`src/rtl/hv_bundle_acc.sv`:
```
// Bundling accumulator: folds per-lane signed {-1,0,+1} beats into saturating
// sums, then binarizes each sum by majority vote with an external tie-break.
module hv_bundle_acc #(
  parameter int unsigned CORE_NUM = 32,
  parameter int unsigned ACC_W    = 8,
  parameter int unsigned CNT_W    = 16
) (
  input  logic                  clk,
  input  logic                  rst_n,
  input  logic                  start,
  input  logic                  in_valid,
  output logic                  in_ready,
  input  logic                  in_last,
  input  logic [2*CORE_NUM-1:0] in_sel,
  input  logic [CORE_NUM-1:0]   tie_bits,
  output logic                  out_valid,
  input  logic                  out_ready,
  output logic [CORE_NUM-1:0]   out_bits,
  output logic [CNT_W-1:0]      beat_count,
  output logic                  err_illegal
);

  typedef enum logic [1:0] {IDLE, ACCUM, FINAL, EMIT} state_e;

  state_e state_q, state_d;

  logic [CORE_NUM-1:0][ACC_W-1:0] acc_q, acc_d;
  logic [CORE_NUM-1:0]            tie_q, tie_d;
  logic [CORE_NUM-1:0]            bits_q, bits_d;
  logic [CNT_W-1:0]               cnt_q, cnt_d;
  logic                           err_q, err_d;
  logic                           in_ready_q, in_ready_d;
  logic                           out_valid_q, out_valid_d;
  logic                           beat_acc;

  // in_ready_q mirrors state_q == ACCUM, so this is the handshake
  assign beat_acc = in_ready_q & in_valid;

  // Signed add of a {-1,0,+1} contribution, clamped to the accumulator range
  function automatic logic [ACC_W-1:0] sat_add(input logic [ACC_W-1:0] a,
                                               input logic [1:0]       s);
    logic [ACC_W:0] sum;
    sum = {a[ACC_W-1], a} + {{(ACC_W-1){s[1]}}, s};
    if (sum[ACC_W] != sum[ACC_W-1]) begin
      sat_add = sum[ACC_W] ? {1'b1, {(ACC_W-1){1'b0}}} : {1'b0, {(ACC_W-1){1'b1}}};
    end else begin
      sat_add = sum[ACC_W-1:0];
    end
  endfunction

  // State register
  always_ff @(posedge clk) begin
    if (!rst_n) begin
      state_q <= IDLE;
    end else begin
      state_q <= state_d;
    end
  end

  // Next-state logic
  always_comb begin
    state_d = state_q;
    unique case (state_q)
      IDLE:    if (start) state_d = ACCUM;
      ACCUM:   if (beat_acc && in_last) state_d = FINAL;
      FINAL:   state_d = EMIT;
      EMIT:    if (out_ready) state_d = IDLE;
      default: state_d = IDLE;
    endcase
  end

  // Handshake outputs, registered from the next state
  always_comb begin
    in_ready_d  = 1'b0;
    out_valid_d = 1'b0;
    if (state_d == ACCUM) in_ready_d = 1'b1;
    if (state_d == EMIT) out_valid_d = 1'b1;
  end

  // Lane datapath: clear on start, accumulate beats, binarize in FINAL
  always_comb begin
    acc_d  = acc_q;
    tie_d  = tie_q;
    bits_d = bits_q;
    cnt_d  = cnt_q;
    err_d  = err_q;
    if (state_q == IDLE && start) begin
      acc_d = '0;
      cnt_d = '0;
      err_d = 1'b0;
    end
    if (beat_acc) begin
      for (int i = 0; i < int'(CORE_NUM); i++) begin
        if (in_sel[2*i +: 2] == 2'b10) begin
          err_d = 1'b1;
        end else begin
          acc_d[i] = sat_add(acc_q[i], in_sel[2*i +: 2]);
        end
      end
      if (cnt_q != {CNT_W{1'b1}}) cnt_d = cnt_q + CNT_W'(1);
      if (in_last) tie_d = tie_bits;
    end
    if (state_q == FINAL) begin
      for (int i = 0; i < int'(CORE_NUM); i++) begin
        if (acc_q[i][ACC_W-1]) begin
          bits_d[i] = 1'b1;
        end else if (acc_q[i] == '0) begin
          bits_d[i] = tie_q[i];
        end else begin
          bits_d[i] = 1'b0;
        end
      end
    end
  end

  always_ff @(posedge clk) begin
    if (!rst_n) begin
      acc_q       <= '0;
      tie_q       <= '0;
      bits_q      <= '0;
      cnt_q       <= '0;
      err_q       <= 1'b0;
      in_ready_q  <= 1'b0;
      out_valid_q <= 1'b0;
    end else begin
      acc_q       <= acc_d;
      tie_q       <= tie_d;
      bits_q      <= bits_d;
      cnt_q       <= cnt_d;
      err_q       <= err_d;
      in_ready_q  <= in_ready_d;
      out_valid_q <= out_valid_d;
    end
  end

  assign in_ready    = in_ready_q;
  assign out_valid   = out_valid_q;
  assign out_bits    = bits_q;
  assign beat_count  = cnt_q;
  assign err_illegal = err_q;

endmodule

```
`config.mk`:
```
export PLATFORM = sky130hd
export DESIGN_NAME = hv_bundle_acc
export DESIGN_NICKNAME = d
export VERILOG_FILES = /design/src/rtl/hv_bundle_acc.sv
export SDC_FILE = /design/constraint.sdc
export NUM_CORES = 1
export LEC_CHECK = 0
export CORE_UTILIZATION = 45
export DETAILED_ROUTE_END_ITERATION = 8
export SYNTH_ARGS = -nofsm -noshare
export SYNTH_HDL_FRONTEND = slang
export SYNTH_SLANG_ARGS = --single-unit
```
`constraint.sdc`:
```
create_clock -name clk -period 4.5 [get_ports clk]
set_clock_uncertainty 0.05 [all_clocks]
set_input_delay 0.9 -clock clk [delete_from_list [all_inputs] [get_ports clk]]
set_output_delay 0.9 -clock clk [all_outputs]
set_load 0.02 [all_outputs]
```
# [Yosys cells after proc, flatten, opt, wreduce, memory -nomap -nowiden]
# Cells that the tools add are included.
[totals] inputBits=102 wordCells=384 ff_bits=341 mem_bits_ro=0 n_memories=0 latchBits=0 output_inout_bits=51 mem_bits_rw=0
[op_classes] div_mod_pow=0 bitwise=1 shifts=0 magnitude_cmp=0 n_eq_ne=70 n_mux=205 n_addsub=33 n_reduce_logical=36 mul=0
[op_table] operator="$mux 8" n=96
[op_table] operator="$mux 256" n=2
[op_table] operator="$add 8x2->9" n=32
[op_table] operator="$logic_not 8->1" n=32
[op_table] operator="$mux 1" n=100
[op_table] operator="$eq 2x2->1 const B" n=35
[op_table] operator="$mux 16" n=3
[op_table] operator="$ne 1x1->1" n=32
[op_table] operator="$add 16x1->16 const B" n=1
[op_table] operator="$ne 16x16->1 const B" n=1
[op_table] operator="$pmux 2 s4" n=1
[op_table] operator="$mux 2" n=3
[op_table] operator="$eq 2x1->1 const B" n=2
[op_table] operator="$logic_and 1x1->1" n=2
[op_table] operator="$logic_not 2->1" n=1
[op_table] operator="$reduce_and 2->1" n=1
[op_table] operator="$and 1x1->1" n=1

# [Longest topological paths before layout]
[logic_depth] ltp_word=36 mapped_depth=16 mapped_depth_nobuf=15

# [Least setup slack after synthesis]
# OpenSTA, ideal clock, no wires.
[synth_timing] kind="input-to-reg" start="input in_sel[22]" end="register acc_q[91] in the netlist's numbering" stages=11 arrival_ns=3.454 n_path_buf=0 setup_slack_ns=0.900 required_time_ns=4.354 cell_sequence="ha_1 > inv_1 > fa_1 > nor2b_4 > o31a_1 > o31a_1 > or4b_4 > nand2_1 > ha_1 > or3_1 > a221oi_1"
[synth_between] elab_chain_cells=5 word_cells_on_any_way=7 classes_between="1 x add/sub; 2 x eq/ne; 4 x mux"
[synth_lines] item="from (decl)" line="14" rtl="input logic [2*CORE_NUM-1:0] in_sel,"
[synth_lines] item="$add 8x2->9" line="43" rtl="sum = {a[ACC_W-1], a} + {{(ACC_W-1){s[1]}}, s};"
[synth_lines] item="$mux 8 or $ne 1x1->1 (tied branches)" line="45, 44"
[synth_lines] item="$mux 8" line="44" rtl="if (sum[ACC_W] != sum[ACC_W-1]) begin"
[synth_lines] item="$mux 8 *" line="94" rtl="if (in_sel[2*i +: 2] == 2'b10) begin"
[synth_lines] item="$mux 256 *" line="92" rtl="if (beat_acc) begin"
[synth_lines] item="to (signal assigned)" line="118" rtl="acc_q <= '0;"
[synth_lines] item="to (signal assigned)" line="126" rtl="acc_q <= acc_d;"
[synth_lines] item="to (decl)" line="27" rtl="logic [CORE_NUM-1:0][ACC_W-1:0] acc_q, acc_d;"
# Mark *: on every way between the ends. The rest lies on a longest branch, timed or not.
# A chain may end at the register's enable or synchronous reset.

# [Worst setup path after layout]
[layout_timing] start="input in_sel[6]" end="register acc_q[28] in the netlist's numbering"
# Same word-level chain as after synthesis.

==> run metrics <==
Final setup viols 0; DR iter-0 viols 1,249; relative slew slack 0.283; Sink Count 341; CTS resizes 0; Post-Syn Area 25,900 um^2; Site Rows 87; placed cell areas 28,600 um^2; Seq cells post-synth 341; top cell type's share of synthesized area 0.263; RSZ-0062 raised after global routing false; num ports 153; FFs w/ async S/R, synth 0; Clk Latency, worst-skew pair 0.59 ns; Final GP Congestion 0.876; R2R Path Start acc_q[24]; Critical Path End acc_q[28]; peak supply drop 239 uV; most common cell in the netlist a21oi_1; die area 58,600 um^2; Remaining DRCs 0; fraction of layout cells with a size suffix above 1 0.0628; Final ANT Viol Nets 0; Starting Density 0.458; setup TNS 0 ns; largest cells by area after synthesis dfxtp_1 (26%), ha_1 (15%), a21oi_1 (6.9%); Clock Root Buffer clkbuf_16; Reg2Reg Depth 15; Die H 242 um; vias in the first global route 24,197; Fin. Hold Viols 0; sequential-to-total area share from yosys stat 0.263; reported max-cap violation count 0; overall die width 242 um; initial antenna violation count 4; clock-pin slew on the worst setup and hold paths 0.06 ns; Leakage Power 12.2 nW; fin area 30,200 um^2; Pwr Density 324 nW/um^2; first-pass GRT wire length 123,000 um; Post-Route WL 74,300 um; crit path DAT 4.35 ns; syn avg cell area 7.91 um^2; CTS Buffer Depth 3; Reg area 6830 um^2; WP data required 4.94 ns; Max Slew Vio Count 0; postcts setup bufs 0; ys flop type dfxtp_1; syn_nets 3,731; min cycle time layout 3.91 ns; IO Port Bufs 152; number of fill cells 5,283; Core Box Area 56,600 um^2; nets 3,905; Syn. warnings 0; Yosys cell types 66; H-tree Lvls 2; Startpoint Class primary input; Hold WC Path Type reg -> reg; Vias 24,841; CP endpoint kind flip-flop; multi-input combinational cell area 18,100 um^2; # diodes 0; Final HPWL DP 53,200 um; CTS tree built; drt via density 5.85; CP max FO 10; Tightest Pin Transition 1.07 ns; maximum clock frequency 0.256 GHz; Setup CP Type in -> reg; Num CTS Buffers 45; hold_buf cts 0; reg2reg end acc_q[28]; Synth Instances 3,278; P&R area growth vs syn 16.7%; gr usage total 0.249; top cells by count, synth a21oi_1 (359), dfxtp_1 (341), nand2_1 (341); Critical Path Source in_sel[6]; Yosys top cell by area dfxtp_1; flop2flop setup slack 1.07 ns; status finished clean; largest net degree at the start of global routing 117; Final Cycle Share 0.869; detailed-route wire length per cell 17.5 um; first drt pass iteration count 5; global route overflow 0; Post-synth EDFFs 0
-- cell usage in the layout (no fill, tap or decap), types with 51 or more instances in the layout --
| master | synthesis | routed |
|---|---|---|
| nor3b_1 | 86 | 86 |
| dfxtp_1 | 341 | 341 |
| xor2_1 | 51 | 51 |
| buf_4 | 0 | 74 |
| inv_1 | 159 | 159 |
| nor2b_1 | 106 | 105 |
| nand3_1 | 80 | 80 |
| clkdlybuf4s50_1 | 0 | 151 |
| a21oi_1 | 359 | 359 |
| ha_1 | 319 | 319 |
| nor4_1 | 64 | 64 |
| nand2_1 | 341 | 338 |
| xnor2_1 | 82 | 82 |
| o21ai_0 | 263 | 262 |
| o22ai_1 | 60 | 60 |
| nor3_1 | 61 | 61 |
| nor2_1 | 246 | 246 |
-- metal layers --
| metal | up-vias | part of all wire | routed length [um] | track usage |
|---|---|---|---|---|
| met5 | - | 0.00075 | 56 | 0 |
| met4 | 8 | 0.024 | 1760 | 0.0681 |
| met3 | 137 | 0.047 | 3520 | 0.0391 |
| met2 | 512 | 0.47 | 35000 | 0.424 |
| met1 | 11799 | 0.46 | 34000 | 0.325 |
| li1 | 12385 | - | - | - |
-- critical path, stage by stage --
cell and delay (ns):
clkdlybuf4s50_1 0.52, ha_1 0.20, inv_1 0.06, fa_1 0.39, nor2b_1 0.12, o21ai_0 0.11, a21oi_1 0.31, or3_1 0.19
a21bo_2 0.13, nand2_1 0.07, ha_1 0.48, nand2_1 0.12, nand2_1 0.08, o21ai_0 0.20, o22ai_1 0.26, nor3b_1 0.20
-- layout make-up --
| type | count | area share |
|---|---|---|
| timing repair buffer | 228 | 0.0703 |
| clock buffer | 64 | 0.0453 |
| clock inverter | 19 | 0.00786 |
| multi-input combinational | 2676 | 0.599 |
| tap | 756 | 0.0313 |
| inverter | 160 | 0.0201 |
| sequential | 341 | 0.226 |
-- worst min-delay path by stage --
stage	cells past startpoint	endpoint	slack [ns]	startpoint
floorplan	2	tie_q[0]	0.39	tie_q[0]
global placement	2	tie_q[5]	0.40	tie_q[5]
detailed placement	2	tie_q[19]	0.40	tie_q[19]
CTS	2	tie_q[26]	0.41	tie_q[26]
global route	2	tie_q[26]	0.43	tie_q[26]
finish	2	tie_q[22]	0.41	tie_q[22]
-- flip-flops by register name (all words and copies together) (netlist names) --
name and count:
tie_q 32, out_bits 32, out_valid 1, state_q 2, err_illegal 1, acc_q 256, beat_count 16, in_ready 1
-- metrics by stage --
stage | power, mW | utilization | cells | setup slack, ns | hold slack [ns]
4_1_cts | 9.86 | 0.534 | 4244 | 0.661 | 0.410
2_1_floorplan | 5.17 | - | 3278 | 0.900 | 0.386
6_report | 9.78 | 0.534 | 4244 | 0.590 | 0.410
3_3_place_gp | 5.86 | 0.506 | 4161 | 0.214 | 0.398
5_1_grt | 10.3 | 0.534 | 4244 | 0.361 | 0.427
3_5_place_dp | 5.94 | 0.506 | 4161 | 0.0728 | 0.402
-- power by group --
group	switching [mW]	internal [mW]
sequential	0.117	3.16
combinational	1.51	1.11
clock	1.48	2.40
-- cell families (layout without fill, tap and decap cells) --
logic type / count (synthesis) / count (layout) / share of synthesized area
and+or+nand+nor: 1133 / 1133 / 0.218
DFF: 341 / 341 / 0.263
xor gates and xnor gates: 133 / 133 / 0.0449
adders and majority gates: 351 / 351 / 0.179
buffers and inverters: 261 / 471 / 0.0383
AOI/OAI and AO/OA: 1058 / 1058 / 0.256
muxes: 1 / 1 / 0.000386
(Power assumes the default switching activity.)
